**src/rtl/pos_pkg.sv**
```systemverilog
// Shared definitions for the position loop DAC/ADC serial blocks.
// State encoding, word width and default serial clock divider.
package pos_pkg;

    localparam int DAC_W       = 16;
    localparam int CLK_DIV_DEF = 4;

    typedef enum logic [2:0] {
        ST_IDLE,
        ST_SETUP,
        ST_SHIFT,
        ST_LOAD,
        ST_GAP
    } pos_state_t;

endpackage

```
**src/rtl/pos_dac_clamp.sv**
```systemverilog
// Combinational saturation of a DAC code to [CLAMP_MIN, CLAMP_MAX].
// Instantiated by pos_dac_spi only when POS_DAC_CLAMP_EN is defined.
module pos_dac_clamp
    import pos_pkg::*;
#(
    parameter logic [DAC_W-1:0] CLAMP_MIN = 16'h0000,
    parameter logic [DAC_W-1:0] CLAMP_MAX = 16'hFFFF
) (
    input  logic [DAC_W-1:0] din,
    output logic [DAC_W-1:0] dout
);

    always_comb begin
        dout = din;
        if (din < CLAMP_MIN) begin
            dout = CLAMP_MIN;
        end else if (din > CLAMP_MAX) begin
            dout = CLAMP_MAX;
        end
    end

endmodule

```
**src/rtl/pos_dac_spi.sv**
```systemverilog
// Serialises the PID output word MSB-first to a 16-bit SPI DAC, then pulses LDAC.
// Define POS_DAC_CLAMP_EN to saturate each captured word to [CLAMP_MIN, CLAMP_MAX].
module pos_dac_spi
    import pos_pkg::*;
#(
    parameter int               CLK_DIV   = CLK_DIV_DEF,
    parameter logic [DAC_W-1:0] CLAMP_MIN = 16'h0000,
    parameter logic [DAC_W-1:0] CLAMP_MAX = 16'hFFFF
) (
    input  logic             clk_pid,
    input  logic             sys_rstn,
    input  logic             start,
    input  logic [DAC_W-1:0] pos_dac,
    output logic             busy,
    output logic             done,
    output logic             dac_csn,
    output logic             dac_sclk,
    output logic             dac_sdi,
    output logic             dac_ldacn
);

    localparam logic [7:0] DIV_LAST = 8'(CLK_DIV - 1);
    localparam logic [7:0] DIV_PRE  = 8'(CLK_DIV - 2);

    if (CLK_DIV < 2 || CLK_DIV > 255) begin : g_bad_div
        $error("pos_dac_spi: CLK_DIV out of range 2..255");
    end
    if (CLAMP_MAX < CLAMP_MIN) begin : g_bad_clamp
        $error("pos_dac_spi: CLAMP_MAX below CLAMP_MIN");
    end

    pos_state_t       state;
    logic [7:0]       div_cnt;
    logic [3:0]       bit_cnt;
    logic [DAC_W-1:0] shreg;
    logic [DAC_W-1:0] pend_word;
    logic             pending;
    logic [DAC_W-1:0] cap_word;
    logic             div_last;
    logic             gap_exit;

`ifdef POS_DAC_CLAMP_EN
    pos_dac_clamp #(
        .CLAMP_MIN(CLAMP_MIN),
        .CLAMP_MAX(CLAMP_MAX)
    ) u_clamp (
        .din (pos_dac),
        .dout(cap_word)
    );
`else
    assign cap_word = pos_dac;
`endif

    assign div_last = (div_cnt == DIV_LAST);
    assign gap_exit = (state == ST_GAP) && div_last;

    always_ff @(posedge clk_pid or negedge sys_rstn) begin
        if (!sys_rstn) begin
            state     <= ST_IDLE;
            div_cnt   <= '0;
            bit_cnt   <= '0;
            shreg     <= '0;
            pend_word <= '0;
            pending   <= 1'b0;
            busy      <= 1'b0;
            done      <= 1'b0;
            dac_csn   <= 1'b1;
            dac_sclk  <= 1'b0;
            dac_sdi   <= 1'b0;
            dac_ldacn <= 1'b1;
        end else begin
            done <= 1'b0;
            unique case (state)
                ST_IDLE: begin
                    if (start) begin
                        state   <= ST_SETUP;
                        shreg   <= cap_word;
                        dac_sdi <= cap_word[DAC_W-1];
                        dac_csn <= 1'b0;
                        busy    <= 1'b1;
                        div_cnt <= '0;
                    end
                end
                ST_SETUP: begin
                    if (div_last) begin
                        state   <= ST_SHIFT;
                        div_cnt <= '0;
                        bit_cnt <= 4'd15;
                    end else begin
                        div_cnt <= div_cnt + 8'd1;
                    end
                end
                ST_SHIFT: begin
                    if (!div_last) begin
                        div_cnt <= div_cnt + 8'd1;
                    end else begin
                        div_cnt <= '0;
                        if (!dac_sclk) begin
                            dac_sclk <= 1'b1;
                        end else if (bit_cnt == 4'd0) begin
                            state     <= ST_LOAD;
                            dac_sclk  <= 1'b0;
                            dac_csn   <= 1'b1;
                            dac_ldacn <= 1'b0;
                        end else begin
                            // next bit is presented as the low phase begins
                            dac_sclk <= 1'b0;
                            bit_cnt  <= bit_cnt - 4'd1;
                            shreg    <= {shreg[DAC_W-2:0], 1'b0};
                            dac_sdi  <= shreg[DAC_W-2];
                        end
                    end
                end
                ST_LOAD: begin
                    if (div_last) begin
                        state     <= ST_GAP;
                        div_cnt   <= '0;
                        dac_ldacn <= 1'b1;
                    end else begin
                        div_cnt <= div_cnt + 8'd1;
                    end
                end
                ST_GAP: begin
                    if (!div_last) begin
                        div_cnt <= div_cnt + 8'd1;
                        done    <= (div_cnt == DIV_PRE);
                    end else begin
                        div_cnt <= '0;
                        if (pending) begin
                            state   <= ST_SETUP;
                            shreg   <= pend_word;
                            dac_sdi <= pend_word[DAC_W-1];
                            dac_csn <= 1'b0;
                            pending <= 1'b0;
                        end else if (start) begin
                            state   <= ST_SETUP;
                            shreg   <= cap_word;
                            dac_sdi <= cap_word[DAC_W-1];
                            dac_csn <= 1'b0;
                        end else begin
                            state <= ST_IDLE;
                            busy  <= 1'b0;
                            dac_sdi <= 1'b0;
                        end
                    end
                end
                default: begin
                    state <= ST_IDLE;
                    busy  <= 1'b0;
                end
            endcase
            // a request while busy only updates the pending slot; newest wins
            if (start && state != ST_IDLE && !(gap_exit && !pending)) begin
                pend_word <= cap_word;
                pending   <= 1'b1;
            end
        end
    end

endmodule

```
**config.mk**
```make
export PLATFORM = sky130hd
export DESIGN_NAME = pos_dac_spi
export DESIGN_NICKNAME = d
export VERILOG_FILES = /design/src/rtl/pos_pkg.sv /design/src/rtl/pos_dac_clamp.sv /design/src/rtl/pos_dac_spi.sv
export SDC_FILE = /design/constraint.sdc
export NUM_CORES = 1
export LEC_CHECK = 0
export BUFFER_PORTS_ARGS = -buffer_cell sky130_fd_sc_hd__buf_2
export CORE_ASPECT_RATIO = 1.75
export CORE_MARGIN = 2
export CORE_UTILIZATION = 45
export CTS_BUF_LIST = sky130_fd_sc_hd__clkbuf_16
export DETAILED_ROUTE_END_ITERATION = 10
export PLACE_DENSITY_LB_ADDON = 0.3
export SETUP_SLACK_MARGIN = 0.4
export SYNTH_ARGS = -nofsm -noshare
export SYNTH_HDL_FRONTEND = slang
export SYNTH_SLANG_ARGS = --single-unit
```
**constraint.sdc**
```tcl
create_clock -name clk_pid -period 3.5 [get_ports clk_pid]
set_clock_uncertainty 0.1 [all_clocks]
set_input_delay 0.175 -clock clk_pid [delete_from_list [all_inputs] [get_ports clk_pid]]
set_output_delay 0.175 -clock clk_pid [all_outputs]
set_load 0.1 [all_outputs]
```
After elaboration in Yosys (flattened, before gate mapping)

Cells that the tools add are included.

Add/subtract/negate cells: 2
Multiply operators: 0
Div/mod/pow operators: 0
$lt $le $gt $ge: 0
Equal/unequal tests: 16
Shifts and indexed selects: 0
Multiplexer cells: 56
Bitwise gates (word level): 1
Reduce and logical (&&, ||, !) cells: 27

Operator list:

| kind                                                                | count |
|---|---|
| 16-bit 2-to-1 mux                                                   | 6 |
| 16-bit one-hot mux with 3 select lines                              | 1 |
| 1-bit 2-to-1 mux                                                    | 29 |
| 5-bit AND reduction                                                 | 5 |
| 3-bit 2-to-1 mux                                                    | 7 |
| 2-bit inequality test (second input constant)                       | 10 |
| 8-bit by 2-bit == test with 1-bit output (second input constant)    | 2 |
| 4-bit 2-to-1 mux                                                    | 4 |
| 8-bit 2-to-1 mux                                                    | 2 |
| 8-bit one-hot mux with 2 select lines                               | 1 |
| 3-bit one-hot mux with 5 select lines                               | 1 |
| 2-bit nonzero test                                                  | 5 |
| 1-bit one-hot mux with 3 select lines                               | 3 |
| 8-bit by 1-bit adder with 8-bit output (second input constant)      | 1 |
| 4-bit one-hot mux with 2 select lines                               | 1 |
| 7-bit AND reduction                                                 | 1 |
| 3-bit by 2-bit == test with 1-bit output (second input constant)    | 2 |
| 2-bit AND reduction                                                 | 3 |
| 6-bit AND reduction                                                 | 1 |
| 3-bit nonzero test                                                  | 2 |
| 1-bit logical AND                                                   | 4 |
| 4-bit zero test                                                     | 1 |
| 4-bit OR reduction                                                  | 1 |
| 4-bit by 1-bit subtractor with 4-bit output (second input constant) | 1 |
| other kinds (7)                                                     | 8 |

Flip-flop bits (word level): 54
Latch bits: 0
Memory bits (writable): 0
Bits in read-only memories: 0
Bits of input ports: 19
Output and inout port bits: 6
Memories: 0

Logic depth before layout (Yosys ltp)

Word-level depth: 7
Depth in mapped cells: 7
Depth with buffers taken out: 6

Worst setup path before layout

Ideal clock, no wire load.

Kind: register to register
From: register dac_sclk
To: register bit_cnt[2]
Data arrival time: 1930 ps
Setup slack: 1350 ps
Stages on the path, launching flop included: 5
Path buffers: 0
Period minus slack after synthesis: 2150 ps
Path through: dfrtp_1 > nand2_1 > o31a_1 > or3_4 > o22a_2

Word-level cells in the longest chain between the ends: 2

Ends and longest elaborated chain:

| what                            | RTL line           | source |
|---|---|---|
| from (decl)                     | pos_dac_spi.sv:17  | `output logic dac_sclk,` |
| from (signal assigned)          | pos_dac_spi.sv:68  | `dac_sclk <= 1'b0;` |
| from (signal assigned)          | pos_dac_spi.sv:99  | `dac_sclk <= 1'b1;` |
| from (signal assigned)          | pos_dac_spi.sv:102 | `dac_sclk <= 1'b0;` |
| 2-bit inequality test (no line) | -                  |  |
| 5-bit AND reduction (no line)   | -                  |  |
| to (signal assigned)            | pos_dac_spi.sv:108 | `bit_cnt <= bit_cnt - 4'd1;` |
| to (decl)                       | pos_dac_spi.sv:34  | `logic [3:0] bit_cnt;` |

Every way passes these cells.
A chain may end at the register's enable or synchronous reset.

Worst setup path after layout

From: register div_cnt[1]
To: register pend_word[14]

Word-level cells in the longest chain between the ends: 5

Ends and longest elaborated chain:

| what                                     | RTL line           | source |
|---|---|---|
| from (decl)                              | pos_dac_spi.sv:33  | `logic [7:0] div_cnt;` |
| from (signal assigned)                   | pos_dac_spi.sv:90  | `div_cnt <= div_cnt + 8'd1;` |
| from (signal assigned)                   | pos_dac_spi.sv:95  | `div_cnt <= div_cnt + 8'd1;` |
| from (signal assigned)                   | pos_dac_spi.sv:120 | `div_cnt <= div_cnt + 8'd1;` |
| 8-bit by 2-bit == test with 1-bit output | pos_dac_spi.sv:54  | `assign div_last = (div_cnt == DIV_LAST);` |
| 1-bit logical AND                        | pos_dac_spi.sv:55  | `assign gap_exit = (state == ST_GAP) && div_last;` |
| 1-bit logical AND                        | pos_dac_spi.sv:153 | `if (start && state != ST_IDLE && !(gap_exit && !pending)) begin` |
| 1-bit zero test                          | pos_dac_spi.sv:153 |  |
| 1-bit logical AND                        | pos_dac_spi.sv:153 |  |
| to (signal assigned)                     | pos_dac_spi.sv:154 | `pend_word <= cap_word;` |
| to (decl)                                | pos_dac_spi.sv:36  | `logic [DAC_W-1:0] pend_word;` |

Every way passes these cells.

==> out/results.tsv <==
stage	metric	value	unit
global_route	grt_use_total	19.4	%
die	core_area	0.00593	sq mm
global_route	grt_pass1_wl	10.4	mm
timing	max_slew.worst_pin.slew	725	ps
detailed_routing	vias_per_cell	6.06	
run_status	status	finished clean	
critical_path	critPathRequiredTime	3580	ps
yosys	yosysWarnings	0	
timing	max-slew-margin-rel	51.5	%
critical_path	crit_path_max_fanout	16	
detailed_routing	drc	0	
critical_path	cp_cell_sequence	ha_1 -> nor3b_2 -> a31oi_2 -> o21ai_4 -> mux2_2	
timing	setup_viol_count_final	0	
die	die_w	63.3	um
clock_tree	clock_latency	290	ps
critical_path	r2r_start	div_cnt[1]$_DFFE_PN0P_	
die	num_rows	37	
yosys	ys_seq_area_share	48.0	%
die	die-area	0.00682	sq mm
critical_path	slowest_stage	o21ai_4	
finish	drive_above_1_share	27.6	%
yosys	synth_cell_types	64	
detailed_routing	drt-total-wl	6.07	mm
clock_tree	clock-root-buffer	clkbuf_16	
die	die_h	108	um
finish	layout_common_cells	dfrtp_1, buf_2, o2bb2ai_1	
clock_tree	post_cts_resized	0	
global_route	grt_pass1_vias	2078	
critical_path	crit_type	flop to flop	
detailed_routing	wl_per_cell	17.9	um
yosys	syn_nets	260	
die	io_pins	25	
detailed_routing	via_count	2055	
yosys	synth_cells	238	
worst_hold_path	hold_path.class	primary input to flop	
critical_path	cp_data_arrival_time	2640	ps
finish	num_antenna_cells	0	
clock_tree	htree_levels	2	
finish	syn2layout_area_growth	12.8	%
global_route	grt_overflow	0	
timing	fmax	391	MHz
critical_path	cp-startpoint	div_cnt[1]$_DFFE_PN0P_	
timing	post-route-period-util	73.0	%
finish	final_cells	339	
global_route	antenna_found_initial	0	
clock_tree	cts_inserted_buffers	5	
global_route	grt_max_degree	37	
clock_tree	path_clk_slew	70	ps
die	start_util	46.7	%
placed_design	placed_cells	330	
critical_path	cp_slowest_stage_delay	610	ps
detailed_routing	postRouteAntennaNets	0	
critical_path	end_kind	flop	
critical_path	start_kind	flop	
clock_tree	cts_tree	built	
finish	layout.cells.most_common	dfrtp_1	
power	p_leak	0.00136	uW
yosys	synth_async_sr_flop_share	100	%
yosys	ys_seq_elements	53	
timing	tns	0	ps
timing	rsz0062_at_grt	false	
run	drv_cap	0	
timing	slew_viol_final	0	
placed_design	place.gp.congestion	0.816	
finish	fin_nets	282	
worst_hold_path	hold_start	pos_dac[10]	
yosys	avgSynthCellArea	11.6	sq um
timing	fin_crit	2560	ps
power	vdd_drop_max	0.278	mV
placed_design	hpwl	4.21	mm
detailed_routing	drt_pass1_iterations	4	
detailed_routing	drtIter0Drc	98	
clock_tree	cts_buffer_depth	2	
clock_tree	clock_sinks	53	
placed_design	portBuffers	24	
yosys	synth_ff_type	dfrtp_1	
yosys	synth_edf_count	0	
yosys	syn_area	0.00277	sq mm
power	powerDensity	414	mW/mm^2
timing	finalHoldViolations	0	
[worst max-delay path: cells and delay by family (launching register included)]
family | cells | cell delay (ps)
simple gates | 1 | 500
compound gates | 2 | 800
mux | 1 | 410
flops | 1 | 400
fa+ha+maj | 1 | 230
[layer usage]
metal  GRT usage, %  vias up  part of all wire (%)
met3           2.82        6                   3.0
met5              0        -                     0
met4           7.30        0                   1.5
li1               -      964                     -
met2           35.0       33                    55
met1           23.2     1052                    41
[worst paths after layout]
path | slack, ps | to | depth (start not counted)
hold / removal | 20 | pend_word[10]$_DFFE_PN0P_ | 2
max in group asynchronous | 2230 | dac_ldacn$_DFFE_PN1P_ | 3
hold reg to reg | 390 | shreg[14]$_DFFE_PN0P_ | 1
min in group asynchronous | 240 | div_cnt[3]$_DFFE_PN0P_ | 2
setup / recovery | 940 | pend_word[14]$_DFFE_PN0P_ | 5
setup reg to reg | 940 | pend_word[14]$_DFFE_PN0P_ | 5
[power by group]
part / internal (uW) / leakage (uW) / total [uW] / switching, uW
Sequential: 638 / 0.000656 / 653 / 14.7
Combinational: 42.5 / 0.000617 / 84.5 / 42.0
Clock: 336 / 0.0000852 / 557 / 221
Total: 1020 / 0.00136 / 1290 / 278
[cells in the mapped netlist, drive strengths merged (4+ instances only)]
library cell,n,area [sq um]
dfrtp,51,1280
mux2,17,229
o2bb2ai,15,131
a222oi,14,140
nor2,12,45.0
nand2,10,40.0
inv,9,33.8
o21ai,9,60.1
buf,8,63.8
nand3,8,40.0
clkbuf,7,26.3
xor2,7,61.3
a21oi,6,30.0
a31oi,6,43.8
nor3b,5,47.5
nand4,4,25.0
[stage by stage]
step | total power (uW) | setup slack, ps | area [sq um] | hold slack (ps) | util, %
6_report | 1290 | 944 | 3120 | 22.3 | 52.7
5_1_grt | 1340 | 779 | 3120 | 20.3 | 52.7
4_1_cts | 1300 | 956 | 3120 | 21.9 | 52.7
3_5_place_dp | 748 | 965 | 2950 | 40.6 | 49.7
3_3_place_gp | 746 | 1010 | 2950 | 40.2 | 49.7
2_1_floorplan | 714 | 1350 | 2770 | -221 | -
[what timing repair did]
item	in CTS	in global routing
setup buffers	0	0
endpoints found under the hold margin	17	0
hold buffers	1	0
setup endpoints to repair	0	0
[flip-flops by register name, summed over array words and instances (netlist names)]
name	flops
dac_sclk	1
busy	1
div_cnt	8
state	3
bit_cnt	4
pend_word	16
dac_ldacn	1
shreg	15
pending	1
dac_sdi	1
done	1
dac_csn	1
[layout make-up]
class	instances	area [sq um]
sequential	53	1330
fill	569	2800
timing repair buffer	30	168
clock buffer	5	125
clock inverter	3	42.5
tap	78	97.6
multi-input combinational	161	1330
inverter	9	33.8
[kinds of logic (layout without fill, tap and decap cells)]
kind of cell | Yosys count | after routing | synth area share, %
adders and majority gates | 3 | 3 | 1.36
buffers and inverters | 24 | 47 | 4.47
and+or+nand+nor | 65 | 65 | 14.5
DFF | 53 | 53 | 48.0
AOI/OAI and AO/OA | 67 | 67 | 20.5
xor gates and xnor gates | 7 | 7 | 2.21
muxes | 19 | 19 | 8.99
No activity file was read; power rests on OpenSTA's default activity.
